### src/rtl/booth_multiplier.sv
// booth_multiplier: sequential signed WIDTH x WIDTH multiplier, radix-4 modified Booth.
// Retires two multiplier bits per cycle and shares the ctrl_MULT/ctrl_DIV handshake
// with the sibling divider, so the outputs of the two units can be muxed directly.
// Ports:
//   clock, reset_n        rising-edge clock, asynchronous active-low reset
//   data_operandA/B       multiplicand / multiplier, two's complement, sampled at start
//   ctrl_MULT, ctrl_DIV   start pulse / divide start (aborts this unit, wins over MULT)
//   data_result           low WIDTH bits of the signed product (held until next result)
//   data_exception        product does not fit in signed WIDTH bits
//   data_resultRDY        one-cycle pulse marking the result valid
module booth_multiplier #(
    parameter int unsigned WIDTH = 32
) (
    input  logic             clock,
    input  logic             reset_n,
    input  logic [WIDTH-1:0] data_operandA,
    input  logic [WIDTH-1:0] data_operandB,
    input  logic             ctrl_MULT,
    input  logic             ctrl_DIV,
    output logic [WIDTH-1:0] data_result,
    output logic             data_exception,
    output logic             data_resultRDY
);

    localparam int unsigned AW    = WIDTH + 2;
    localparam int unsigned CW    = $clog2(WIDTH / 2) + 1;
    localparam int unsigned STEPS = WIDTH / 2;

    typedef enum logic [1:0] {
        IDLE = 2'd0,
        RUN  = 2'd1,
        DONE = 2'd2
    } state_e;

    state_e           state_q, state_d;
    logic [WIDTH-1:0] m_q, m_d;
    logic [AW-1:0]    acc_q, acc_d;
    logic [WIDTH-1:0] mq_q, mq_d;
    logic             qm1_q, qm1_d;
    logic [CW-1:0]    count_q, count_d;
    logic [WIDTH-1:0] result_q, result_d;
    logic             exc_q, exc_d;
    logic             rdy_q, rdy_d;

    // Booth step datapath: select term from {mq[1:0], q_m1} and accumulate
    logic [AW-1:0]    m_ext_c;
    logic [AW-1:0]    term_c;
    logic             sub_c;
    logic [AW-1:0]    sum_c;
    logic [WIDTH:0]   prod_hi_c;

    always_comb begin
        m_ext_c = {{2{m_q[WIDTH-1]}}, m_q};
        term_c  = '0;
        sub_c   = 1'b0;
        unique case ({mq_q[1:0], qm1_q})
            3'b001, 3'b010: term_c = m_ext_c;
            3'b011:         term_c = m_ext_c << 1;
            3'b100: begin
                term_c = ~(m_ext_c << 1);
                sub_c  = 1'b1;
            end
            3'b101, 3'b110: begin
                term_c = ~m_ext_c;
                sub_c  = 1'b1;
            end
            default:        term_c = '0;
        endcase
        // subtraction = add inverted operand with carry-in 1; wrap is discarded
        sum_c = acc_q + term_c + AW'(sub_c);
    end

    // Overflow iff the upper product bits plus the result sign bit are not uniform
    assign prod_hi_c = {acc_q[WIDTH-1:0], mq_q[WIDTH-1]};

    // Next-state and datapath update; ctrl_DIV abort has highest priority
    always_comb begin
        state_d  = state_q;
        m_d      = m_q;
        acc_d    = acc_q;
        mq_d     = mq_q;
        qm1_d    = qm1_q;
        count_d  = count_q;
        result_d = result_q;
        exc_d    = exc_q;
        rdy_d    = 1'b0;

        if (ctrl_DIV) begin
            state_d = IDLE;
        end else if (ctrl_MULT) begin
            m_d     = data_operandA;
            acc_d   = '0;
            mq_d    = data_operandB;
            qm1_d   = 1'b0;
            count_d = '0;
            state_d = RUN;
        end else begin
            unique case (state_q)
                RUN: begin
                    // arithmetic shift right by 2 of {sum, mq, q_m1}
                    acc_d   = {{2{sum_c[AW-1]}}, sum_c[AW-1:2]};
                    mq_d    = {sum_c[1:0], mq_q[WIDTH-1:2]};
                    qm1_d   = mq_q[1];
                    count_d = count_q + CW'(1);
                    if (count_q == CW'(STEPS - 1)) begin
                        state_d = DONE;
                    end
                end
                DONE: begin
                    result_d = mq_q;
                    exc_d    = ~((&prod_hi_c) | ~(|prod_hi_c));
                    rdy_d    = 1'b1;
                    state_d  = IDLE;
                end
                default: state_d = IDLE;
            endcase
        end
    end

    // State and datapath registers
    always_ff @(posedge clock or negedge reset_n) begin
        if (!reset_n) begin
            state_q  <= IDLE;
            m_q      <= '0;
            acc_q    <= '0;
            mq_q     <= '0;
            qm1_q    <= 1'b0;
            count_q  <= '0;
            result_q <= '0;
            exc_q    <= 1'b0;
            rdy_q    <= 1'b0;
        end else begin
            state_q  <= state_d;
            m_q      <= m_d;
            acc_q    <= acc_d;
            mq_q     <= mq_d;
            qm1_q    <= qm1_d;
            count_q  <= count_d;
            result_q <= result_d;
            exc_q    <= exc_d;
            rdy_q    <= rdy_d;
        end
    end

    assign data_result    = result_q;
    assign data_exception = exc_q;
    assign data_resultRDY = rdy_q;

endmodule

### config.mk
export PLATFORM = sky130hd
export DESIGN_NAME = booth_multiplier
export DESIGN_NICKNAME = d
export VERILOG_FILES = /design/src/rtl/booth_multiplier.sv
export SDC_FILE = /design/constraint.sdc
export NUM_CORES = 1
export LEC_CHECK = 0
export CELL_PAD_IN_SITES_DETAIL_PLACEMENT = 0
export CELL_PAD_IN_SITES_GLOBAL_PLACEMENT = 2
export CORE_UTILIZATION = 39
export DETAILED_ROUTE_END_ITERATION = 12
export PLACE_DENSITY = 0.83
export SETUP_SLACK_MARGIN = 0.2
export SYNTH_ARGS = -nofsm -noshare
export SYNTH_HDL_FRONTEND = slang
export SYNTH_SLANG_ARGS = --single-unit
### constraint.sdc
create_clock -name clock -period 11.1 [get_ports clock]
set_clock_uncertainty 0.1 [all_clocks]
set_input_delay 2.22 -clock clock [delete_from_list [all_inputs] [get_ports clock]]
set_output_delay 2.22 -clock clock [all_outputs]
set_load 0.05 [all_outputs]
Word-level counts from Yosys, hierarchy flattened
Cells that the tools add are included.

storage, ports and cells
  register bits = 140
  bits of input ports = 68
  logic and storage cells = 55
  output and inout bits = 34

operators by class
  add/sub/neg operators = 3
  equal/unequal tests = 10
  bitwise gates (word level) = 7
  reductions and logical operators = 9
  multiplexer cells = 17

operators by type and width
  cell                                                                    number
  34-bit case mux with 4 select lines                                     1
  34-bit 2-to-1 mux                                                       2
  34-bit inverter                                                         2
  32-bit 2-to-1 mux                                                       2
  34-bit by 1-bit adder with 34-bit output                                1
  34-bit adder                                                            1
  33-bit AND reduction                                                    1
  33-bit OR reduction                                                     1
  5-bit 2-to-1 mux                                                        2
  3-bit equality test (second input constant)                             3
  2-bit 2-to-1 mux                                                        4
  3-bit by 2-bit equality test with 1-bit output (second input constant)  2
  1-bit 2-to-1 mux                                                        6
  5-bit by 1-bit adder with 5-bit output (second input constant)          1
  5-bit by 4-bit equality test with 1-bit output (second input constant)  1
  4-bit inequality test (second input constant)                           1
  1-bit inverter                                                          4
  2-bit AND reduction                                                     2
  2-bit OR reduction                                                      2
  3-bit by 1-bit equality test with 1-bit output (second input constant)  1
  3-bit AND reduction                                                     1
  3-bit OR reduction                                                      1
  2-bit by 1-bit equality test with 1-bit output (second input constant)  1
  2-bit equality test (second input constant)                             1
  other kinds (2)                                                         2

Logic depth before layout (Yosys ltp)
  word-level depth = 7
  gate-level depth with buffers = 15
  gate-level depth less buffers = 13

Worst setup path after synthesis
Ideal clock, no wire load.

  path type = input -> register
  start point = in ctrl_MULT
  end point = reg exc_q (netlist: data_exception)
  arrival time = 3.541 ns
  path slack = 7.335 ns
  path buffers = 2
  library setup time = 0.125 ns
  stages = 4
  required time = 10.875 ns
  cell sequence = buf_2 > nor4b_2 > buf_2 > mux2_2

on the way
  word-level cells in the longest chain between the ends = 2

ends and longest elaborated chain
  element                        line  source
  from (decl)                    18    input logic ctrl_MULT,
  1-bit inverter (no line)       --
  3-bit AND reduction (no line)  --
  to (signal assigned)           130   exc_q <= 1'b0;
  to (signal assigned)           140   exc_q <= exc_d;
  to (decl)                      42    logic exc_q, exc_d;

No other way between the ends.
A chain may end at the register's enable or synchronous reset.

Final worst setup path
  start point = reg mq_q[1]
  end point = reg acc_q[30]

on the way
  word-level cells in the longest chain between the ends = 7
  elaborated cells between the ends (all ways) = 15
  classes of those cells = add/sub: 2; eq/ne: 6; mux: 4; reduce/logical: 3

ends and longest elaborated chain
  element                                            line  source
  from (decl)                                        38    logic [WIDTH-1:0] mq_q, mq_d;
  from (signal assigned)                             136   mq_q <= mq_d;
  3-bit equality test, or another cell as far along  56    unique case ({mq_q[1:0], qm1_q})
  2-bit OR reduction                                 56
  34-bit case mux with 4 select lines                56
  34-bit adder                                       70    sum_c = acc_q + term_c + AW'(sub_c);
  34-bit by 1-bit adder with 34-bit output *         70
  34-bit 2-to-1 mux *                                98    unique case (state_q)
  34-bit 2-to-1 mux *                                90    end else if (ctrl_MULT) begin
  to (signal assigned)                               125   acc_q <= '0;
  to (signal assigned)                               135   acc_q <= acc_d;
  to (decl)                                          37    logic [AW-1:0] acc_q, acc_d;

Every way passes the cells marked *; elsewhere a longest branch is shown, timed or not. The select of a mux whose other input is x is not followed.

==> impl_metrics.csv <==
group,metric,value,unit
timing,period_minus_slack,4.470,ns
placement,dp_slack,6.334,ns
timing,min_period_over_period,0.4027,
min_path,hold_class,"flop to flop",
cts,cts_max_level,4,
placement,place_area,0.009635,mm^2
cts,clock_path_buffers,2,
route,ant_nets,0,
placement,routabilityCongestion,0.8287,
yosys,ys_seq_elements,138,
floorplanning,die_height,149.0,um
pwr,p_leak,4.502,nW
floorplanning,die_x,149.0,um
layout,area_growth,21.68,%
route,post_drt_wl_per_cell,18.16,um
setup_path,cp_data_required_time,11.32,ns
setup_path,cp-start-kind,"flop",
grt,grt_remaining_overflow,0,
layout,postLayoutCoreUtil,0.4862,
yosys,syn-num-nets,967,
yosys,synth_cell_types,68,
cts,numCtsBuffers,17,
yosys,synth_enable_flop_cells,0,
layout,nNetsFinal,1036,
pwr,p_total,1.732,mW
yosys,synth_largest_area_cell,"dfrtp_1",
grt,grt_pass1_wl,36.36,mm
placement,hpwl,15.14,mm
grt,grt_max_degree,72,
yosys,yosys_warnings,0,
yosys,netlist_top_cells_area,"dfrtp_1, mux2_2, o21ai_0",
cts,cts_tree,"built",
placement,io_buffer_count,101,
yosys,synth_cells,863,
cts,clock_sinks,138,
route,viasPerCell,5.559,
floorplanning,start_util,0.3996,
yosys,syn_area,0.008427,mm^2
yosys,synth.top_cell.area_share,0.4098,
cts,cts_root_buf,"clkbuf_16",
timing,whs,0.3842,ns
yosys,syn_avg_cell_area,9.765,um^2
timing,maxSlewViolCount,0,
timing,hold_viol,0,
timing,setup_viol,0,
route,num_vias,6782,
setup_path,endpoint_kind,"flop",
layout,drive_above_1_share,0.1386,
timing,clock.fmax,0.2237,GHz
route,drc,0,
layout,fin_area,0.01025,mm^2
floorplanning,ios,102,
cts,ctsResizeCount,0,
grt,grt_pass1_vias,6827,
cts,cts_hold_buf,0,
route,drt_iter0_drc,347,
cts,clk-insertion-delay-late,0.43,ns
cts,postCtsSetupBuffers,0,
timing,rsz0062_at_grt,"false",
route,wirelength,22.16,mm
status,outcome,"finished clean",
yosys,ys_seq_area_frac,0.4098,
layout,stdcell_count,1220,
setup_path,crit_type,"flop to flop",
layout,antenna_cells,0,
timing,tightest_slew,1.097,ns
floorplanning,core_area,0.02109,mm^2
yosys,synthArstFlopShare,1.000,
grt,grt_usage,0.2108,
timing,final.setup.tns,0,ns
flow_run,cap_violations,0,
setup_path,arrival,4.69,ns
timing,worst_slew_margin_rel,0.2673,
timing,setup_ws,6.630,ns
pwr,ir_drop,109.5,uV
floorplanning,rows,53,
floorplanning,die_area,0.02220,mm^2
pwr,pwr_density_cell,168.9,mW/mm^2
cts,clkTransAtPathRegs,0.06,ns
yosys,synthFlopType,"dfrtp_1",
grt,antenna_found_initial,0,
route,first_pass_iters,5,
setup_path,crit_fanout,42,
placement,numPlacedInstances,1188,
report_power, final:
part / switching, mW / total [mW] / internal [mW]
logic: 0.300 / 0.506 / 0.206
clock network: 0.259 / 0.604 / 0.344
registers: 0.0625 / 0.623 / 0.560
total: 0.622 / 1.73 / 1.11
Yosys cell counts (4+ instances only):
cell / count
buf_2: 15
o31ai_1: 5
buf_1: 6
xnor2_1: 12
nor3_1: 5
nand4_1: 20
nor2_1: 23
nor4_1: 12
a21o_1: 13
nand3_1: 19
mux2i_1: 31
clkbuf_1: 37
inv_1: 17
or3_1: 4
mux2_2: 65
o211ai_1: 5
a22o_1: 4
a22oi_1: 31
a21oi_1: 45
nor2b_1: 5
and3_1: 6
ha_1: 34
xor2_1: 42
dfrtp_1: 138
nand2_1: 95
o21ai_0: 107
area by class of cell:
| class | count | area (um^2) |
|---|---|---|
| clock buffers | 17 | 425.4 |
| clock inverters | 15 | 192.7 |
| fillers | 2006 | 10830 |
| inverters | 17 | 63.81 |
| multi-input cells | 649 | 4706 |
| flip-flops and latches | 138 | 3455 |
| well taps | 275 | 344.1 |
| repair buffers | 109 | 1067 |
flip-flops by register name, indices dropped and copies added (netlist names):
name / flops
m_q: 32
data_resultRDY: 1
data_exception: 1
qm1_q: 1
count_q: 5
acc_q: 32
state_q: 2
data_result: 32
mq_q: 32
kinds of logic after synthesis:
family / count (synthesis) / synth area share
buffers and inverters: 76 / 0.03623
muxes: 96 / 0.1237
adders and majority gates: 36 / 0.05523
AOI/OAI and AO/OA: 261 / 0.2052
xor gates and xnor gates: 54 / 0.05612
DFF: 138 / 0.4098
and+or+nand+nor: 202 / 0.1137
placed cells by master (no fill, tap or decap), drive strengths merged, types with 19 or more instances in the layout:
master,instances
nand2,95
ha,34
xor2,42
clkdlybuf4s50,99
o21ai,109
a21oi,47
dfrtp,138
inv,27
nand4,20
a22oi,31
mux2,65
nand3,19
nor2,23
mux2i,31
critical path, cell delays in order, from the launching register on:
cell and delay [ns]:
dfrtp_2 0.34, buf_4 0.51, nand2_1 0.79, o21ai_0 0.63, fa_1 0.33, a211oi_1 0.12
o21ai_2 0.28, o211ai_1 0.15, a21boi_1 0.46, o211ai_1 0.23, and2_1 0.18, o311ai_1 0.22
layer usage:
metal | up-vias | GRT usage | share of wire
met5 | - | 0 | 0
met4 | 0 | 0.05510 | 0.012
met3 | 17 | 0.03761 | 0.035
met2 | 125 | 0.3526 | 0.49
met1 | 3322 | 0.2799 | 0.47
li1 | 3318 | - | -
worst paths after layout:
check / end / cells after the start / start / slack [ns]
worst max register to register: acc_q[30] / 11 / mq_q[1] / 6.63
worst max-delay path: acc_q[30] / 11 / mq_q[1] / 6.63
worst min register to register: count_q[4] / 2 / count_q[4] / 0.38
worst min-delay path: count_q[4] / 2 / count_q[4] / 0.38
min in group asynchronous: data_result[7] / 1 / reset_n / 1.70
max in group asynchronous: m_q[10] / 2 / reset_n / 7.81
Power figures use the tool's default switching activity.
